[config.mk]
export PLATFORM = sky130hd
export DESIGN_NAME = chan_gen
export DESIGN_NICKNAME = d
export VERILOG_FILES = /design/src/rtl/chan_gen.sv
export SDC_FILE = /design/constraint.sdc
export NUM_CORES = 1
export LEC_CHECK = 0
export ABC_AREA = 1
export BUFFER_PORTS_ARGS = -buffer_cell sky130_fd_sc_hd__buf_2
export CORE_MARGIN = 2
export CORE_UTILIZATION = 54
export CTS_CLUSTER_DIAMETER = 60
export DETAILED_ROUTE_END_ITERATION = 10
export PLACE_DENSITY = 0.78
export SLEW_MARGIN = 40
export SYNTH_ARGS = -nofsm -noshare
export SYNTH_HDL_FRONTEND = slang
export SYNTH_SLANG_ARGS = --single-unit
[constraint.sdc]
create_clock -name chan_gen_clk -period 4.5 [get_ports chan_gen_clk]
set_clock_uncertainty 0.1 [all_clocks]
set_input_delay 0.225 -clock chan_gen_clk [delete_from_list [all_inputs] [get_ports chan_gen_clk]]
set_output_delay 0.225 -clock chan_gen_clk [all_outputs]
set_load 0.01 [all_outputs]
[src/rtl/chan_gen.sv]
// chan_gen -- multi-channel register engine.
//
// Holds NCH independent WIDTH-bit channel registers and updates one of them
// per accepted command on a valid/ready port. Single-cycle ops (NOP, LOAD,
// CLEAR, TOGGLE, INC, DEC) complete the cycle after accept. RAMP walks the
// addressed channel one step per clock toward cmd_data, holding cmd_rdy low
// until the target is reached.
//
// Ports:
//   chan_gen_clk    clock, rising edge
//   chan_gen_rst_n  asynchronous active-low reset
//   cmd_vld/cmd_rdy command handshake (cmd_rdy registered)
//   cmd_ch          target channel index
//   cmd_op          opcode (0 NOP,1 LOAD,2 CLEAR,3 TOGGLE,4 INC,5 DEC,6 RAMP,7 rsvd)
//   cmd_data        load value / ramp target
//   ch_bus          channel i on [i*WIDTH +: WIDTH]
//   done            one-cycle completion pulse
//   err             one-cycle error pulse (bad channel or opcode 7)
//   ch_par          per-channel XOR parity, present only when the macro
//                   CHAN_GEN_PARITY_EN is defined
module chan_gen #(
  parameter int              NCH     = 4,
  parameter int              WIDTH   = 16,
  parameter int              CH_W    = 2,
  parameter logic [WIDTH-1:0] RST_VAL = '0
) (
  input  logic                 chan_gen_clk,
  input  logic                 chan_gen_rst_n,
  input  logic                 cmd_vld,
  output logic                 cmd_rdy,
  input  logic [CH_W-1:0]      cmd_ch,
  input  logic [2:0]           cmd_op,
  input  logic [WIDTH-1:0]     cmd_data,
  output logic [NCH*WIDTH-1:0] ch_bus,
  output logic                 done,
  output logic                 err
`ifdef CHAN_GEN_PARITY_EN
  ,
  output logic [NCH-1:0]       ch_par
`endif
);

  localparam logic [2:0] OP_NOP    = 3'd0;
  localparam logic [2:0] OP_LOAD   = 3'd1;
  localparam logic [2:0] OP_CLEAR  = 3'd2;
  localparam logic [2:0] OP_TOGGLE = 3'd3;
  localparam logic [2:0] OP_INC    = 3'd4;
  localparam logic [2:0] OP_DEC    = 3'd5;
  localparam logic [2:0] OP_RAMP   = 3'd6;
  localparam logic [2:0] OP_RSVD   = 3'd7;

  // One extra bit so NCH == 2**CH_W compares correctly.
  localparam logic [CH_W:0] NCH_L = (CH_W+1)'(NCH);

  typedef enum logic [1:0] {S_INIT, S_IDLE, S_RAMP} state_t;

  state_t           state;
  logic [WIDTH-1:0] ch_q [NCH];
  logic [CH_W-1:0]  ramp_ch;
  logic [WIDTH-1:0] ramp_tgt;
  logic [WIDTH-1:0] cmd_cur;
  logic [WIDTH-1:0] ramp_cur;
  logic [WIDTH-1:0] ramp_nxt;
  logic             cmd_bad;
  logic             accept;

  // Result of a single-cycle op; RAMP/NOP leave the value as is.
  function automatic logic [WIDTH-1:0] op_apply(input logic [2:0]       op,
                                                input logic [WIDTH-1:0] cur,
                                                input logic [WIDTH-1:0] data);
    case (op)
      OP_LOAD:   op_apply = data;
      OP_CLEAR:  op_apply = '0;
      OP_TOGGLE: op_apply = ~cur;
      OP_INC:    op_apply = cur + 1'b1;
      OP_DEC:    op_apply = cur - 1'b1;
      default:   op_apply = cur;
    endcase
  endfunction

  // One ramp step toward the target (unsigned compare).
  function automatic logic [WIDTH-1:0] ramp_step(input logic [WIDTH-1:0] cur,
                                                 input logic [WIDTH-1:0] tgt);
    if (cur < tgt) ramp_step = cur + 1'b1;
    else           ramp_step = cur - 1'b1;
  endfunction

  always_comb begin
    cmd_cur  = '0;
    ramp_cur = '0;
    for (int i = 0; i < NCH; i++) begin
      if (CH_W'(i) == cmd_ch)  cmd_cur  = ch_q[i];
      if (CH_W'(i) == ramp_ch) ramp_cur = ch_q[i];
    end
  end

  assign ramp_nxt = ramp_step(ramp_cur, ramp_tgt);
  assign cmd_bad  = ({1'b0, cmd_ch} >= NCH_L) || (cmd_op == OP_RSVD);
  assign accept   = cmd_vld && cmd_rdy;

  always_ff @(posedge chan_gen_clk or negedge chan_gen_rst_n) begin
    if (!chan_gen_rst_n) begin
      state    <= S_INIT;
      cmd_rdy  <= 1'b0;
      done     <= 1'b0;
      err      <= 1'b0;
      ramp_ch  <= '0;
      ramp_tgt <= '0;
      for (int i = 0; i < NCH; i++) ch_q[i] <= RST_VAL;
    end else begin
      done <= 1'b0;
      err  <= 1'b0;
      case (state)
        S_INIT: begin
          state   <= S_IDLE;
          cmd_rdy <= 1'b1;
        end
        S_IDLE: begin
          if (accept) begin
            if (cmd_bad) begin
              err <= 1'b1;
            end else if (cmd_op == OP_RAMP && cmd_cur != cmd_data) begin
              // Accept edge only latches the job; stepping starts next edge.
              ramp_ch  <= cmd_ch;
              ramp_tgt <= cmd_data;
              state    <= S_RAMP;
              cmd_rdy  <= 1'b0;
            end else begin
              done <= 1'b1;
              for (int i = 0; i < NCH; i++)
                if (CH_W'(i) == cmd_ch) ch_q[i] <= op_apply(cmd_op, cmd_cur, cmd_data);
            end
          end
        end
        S_RAMP: begin
          for (int i = 0; i < NCH; i++)
            if (CH_W'(i) == ramp_ch) ch_q[i] <= ramp_nxt;
          if (ramp_nxt == ramp_tgt) begin
            state   <= S_IDLE;
            cmd_rdy <= 1'b1;
            done    <= 1'b1;
          end
        end
        default: begin
          state   <= S_INIT;
          cmd_rdy <= 1'b0;
        end
      endcase
    end
  end

  for (genvar g = 0; g < NCH; g++) begin : g_bus
    assign ch_bus[g*WIDTH +: WIDTH] = ch_q[g];
  end

`ifdef CHAN_GEN_PARITY_EN
  // Derived from the registered channel values, so it tracks ch_bus exactly
  // and comes out of reset as ^RST_VAL.
  for (genvar g = 0; g < NCH; g++) begin : g_par
    assign ch_par[g] = ^ch_q[g];
  end
`else
  // Parity output not built.
`endif

endmodule

==> impl_metrics.ini <==
[timing]
rsz0062_at_grt = true
slew_violations = 0
min_period_ps = 4490
worstMarginPinSlew_ps = 838
fin_crit_sh = 0.997
slew_headroom = 0.439
layout_setup_ws_ps = 13.2
max_freq_ghz = 0.223
setup_violations = 0
finalHoldViolations = 0

[worst_setup_path]
critical_path_required_ps = 4650
cp.depth = 30
critical_path_class = flip-flop to flip-flop
worstRegToRegCells = 30
slowest_stage = dfrtp_2
arrival_ps = 4630
rr_startpoint = ramp_ch[1]$_DFFE_PN0P_
crit_path_max_incr_delay_ps = 500
critPathMaxFanout = 6
worst_setup_path_start_kind = flip-flop
r2r_end = cmd_rdy$_DFFE_PN0P_
crit_buf_inv = 5
worst-r2r-setup-slack_ps = 10
crit_path_frequent_cell = nand2_1
end_kind = flip-flop
cpLargestDelayFamily = simple AND/OR/NAND/NOR gates

[clocking]
cts_sinks = 87
path_clk_slew_ps = 70
clockBufferDepth = 2
tritoncts = built
clock_latency_ps = 360
cts_buffers = 9
root_buffer = clkbuf_16
cts_htree_levels = 3

[place]
numPlacedInstances = 1439
placed_cell_area_um2 = 8460
pre_cts_slack_ps = -174
routabilityCongestion = 1.09
io_buffers = 90
hpwl_um = 20400

[logic_synthesis]
yosys.area_share.simple = 0.352
synthTopCellsByCount = 459 x nand2_1, 105 x inv_1, 87 x dfrtp_1, 84 x o21ai_0
synth_seq_area_share = 0.291
synth-compound-area-share = 0.156
synthTopCellsByArea = dfrtp_1 29%, nand2_1 23%, ha_1 8.0%
synth_top_cell_area_share = 0.291
muxShareOfSynthArea = 0
avgSynthCellArea_um2 = 6.60
synthAdderAreaFrac = 0.0855
ys_seq_elements = 87
syn_nets = 1208
yosysMostFrequentCell = nand2_1
ys_warn_count = 0
synth_edf_count = 0
synth_top_flop_cell = dfrtp_1
yosysTopAreaCell = dfrtp_1
synth_cell_type_count = 49
synth.cell_area_um2 = 7490
synth_top_family_by_area = simple AND/OR/NAND/NOR gates
async_flop_share = 1.00
synth_xor_xnor_area_share = 0.0299
syn_inst = 1134

[min_path]
hp-start = cmd_vld
hp-class = primary input to flip-flop
hold_path_depth = 3
whs_endpoint = err$_DFF_PN0_

[grt]
grt_usage = 0.368
antenna_found_initial = 0
grt_pass1_vias = 7843
grt_pass1_wl_um = 41600
gr-total-overflow = 0
grt_max_degree = 48

[floorplanning]
die_area_um2 = 14800
boundaryPins = 91
coreArea_um2 = 13700
die_y_um = 122
die_w_um = 122
start_util = 0.546
rows = 43

[finish]
area_delta_synth_final_pct = 25.5
final_cells = 1471
nets = 1361
layout-drive-gt1-share = 0.231
antenna_cells = 0
stdcell_area_um2 = 9400

[drt]
drt_pass1_iterations = 5
antenna_left = 0
routedWlPerCell_um = 19.1
drc = 0
via_per_inst = 6.00
drt_iter0_drc = 952
vias = 8819
wl_um = 28100

[job]
cap_violations = 0

[outcome]
status = finished, final reports clean
-- registers in the layout, indices dropped and copies added (netlist names) --
name and count:
ch_bus 64, cmd_rdy 1, done 1, err 1, ramp_ch 2, ramp_tgt 16, state 2
-- worst max path at each step --
stage,from,endpoint,slack [ps]
6_report,ramp_ch[1]$_DFFE_PN0P_,cmd_rdy$_DFFE_PN0P_,10
5_1_grt,ramp_ch[1]$_DFFE_PN0P_,cmd_rdy$_DFFE_PN0P_,-260
4_1_cts,ramp_ch[1]$_DFFE_PN0P_,cmd_rdy$_DFFE_PN0P_,7
3_5_place_dp,ramp_ch[1]$_DFFE_PN0P_,cmd_rdy$_DFFE_PN0P_,-170
3_3_place_gp,ramp_ch[1]$_DFFE_PN0P_,cmd_rdy$_DFFE_PN0P_,-50
2_1_floorplan,ramp_ch[0]$_DFFE_PN0P_,cmd_rdy$_DFFE_PN0P_,10
-- metal layers --
metal  share of wire  wire length (um)  up-vias  GRT usage
met4           0.054              1510        0      0.177
met5               0                 0        -          0
li1                -                 -     4024          -
met3            0.11              3150      144     0.0810
met1            0.38             10500     4095      0.471
met2            0.46             12900      556      0.588
-- area by class of cell --
| cell class | count | area (um2) |
|---|---|---|
| sequential | 87 | 2180 |
| tap | 180 | 225 |
| timing repair buffer | 175 | 1140 |
| fill | 1148 | 4320 |
| inverter | 109 | 419 |
| clock inverter | 6 | 118 |
| multi-input combinational | 905 | 5090 |
| clock buffer | 9 | 225 |
-- logic make-up after synthesis --
| logic type | count (synthesis) |
|---|---|
| simple gates | 631 |
| compound gates | 200 |
| buf+inv | 142 |
| flops | 87 |
| fa+ha+maj | 50 |
| xor+xnor | 24 |
-- what timing repair did --
| item | in CTS | in global routing |
|---|---|---|
| hold endpoints to repair | 40 | 0 |
| endpoints found under the setup margin | 32 | 38 |
| resized for setup | 14 | 95 |
| setup buffers | 2 | 13 |
| hold buffers | 1 | 0 |
| gates cloned | 0 | 1 |
| pin swaps | 0 | 32 |
-- worst register-to-register path, delay by kind of cell (launching register included) --
family          cells  cell delay [ps]
simple gates       21             2230
compound gates      2              330
buf+inv             5              550
fa+ha+maj           2              660
flops               1              500
-- layout by cell type (no fill, tap or decap), types with 5 or more instances in the layout --
cell type and n:
a31oi_1 8, nor2_1 56, o21ai_2 9, nand3_1 61, clkbuf_16 10, o21ai_1 12, buf_2 89, inv_2 9
dfrtp_1 85, xnor2_1 9, nand3_2 5, buf_4 78, o22ai_1 6, o21ai_0 71, nand2_1 440, inv_1 96
ha_1 32, nand2_2 18, a21oi_1 52, xor2_1 13, buf_6 5, ha_4 15, o211ai_1 7, nor2_2 6
a221oi_1 5, nand2_4 7, nand4_1 9
-- per-stage QoR --
step | util | hold WS [ps] | setup TNS (ps)
3_5_place_dp | 0.617 | 174 | -801
3_3_place_gp | 0.617 | 166 | -149
2_1_floorplan | - | -171 | 0
5_1_grt | 0.685 | 36.5 | -1890
6_report | 0.685 | 12.8 | 0
4_1_cts | 0.646 | 13.3 | 0
Power is left out: the tool's default activity adds up to more than one toggle a clock period on the data nets, which glitch-free logic cannot reach.
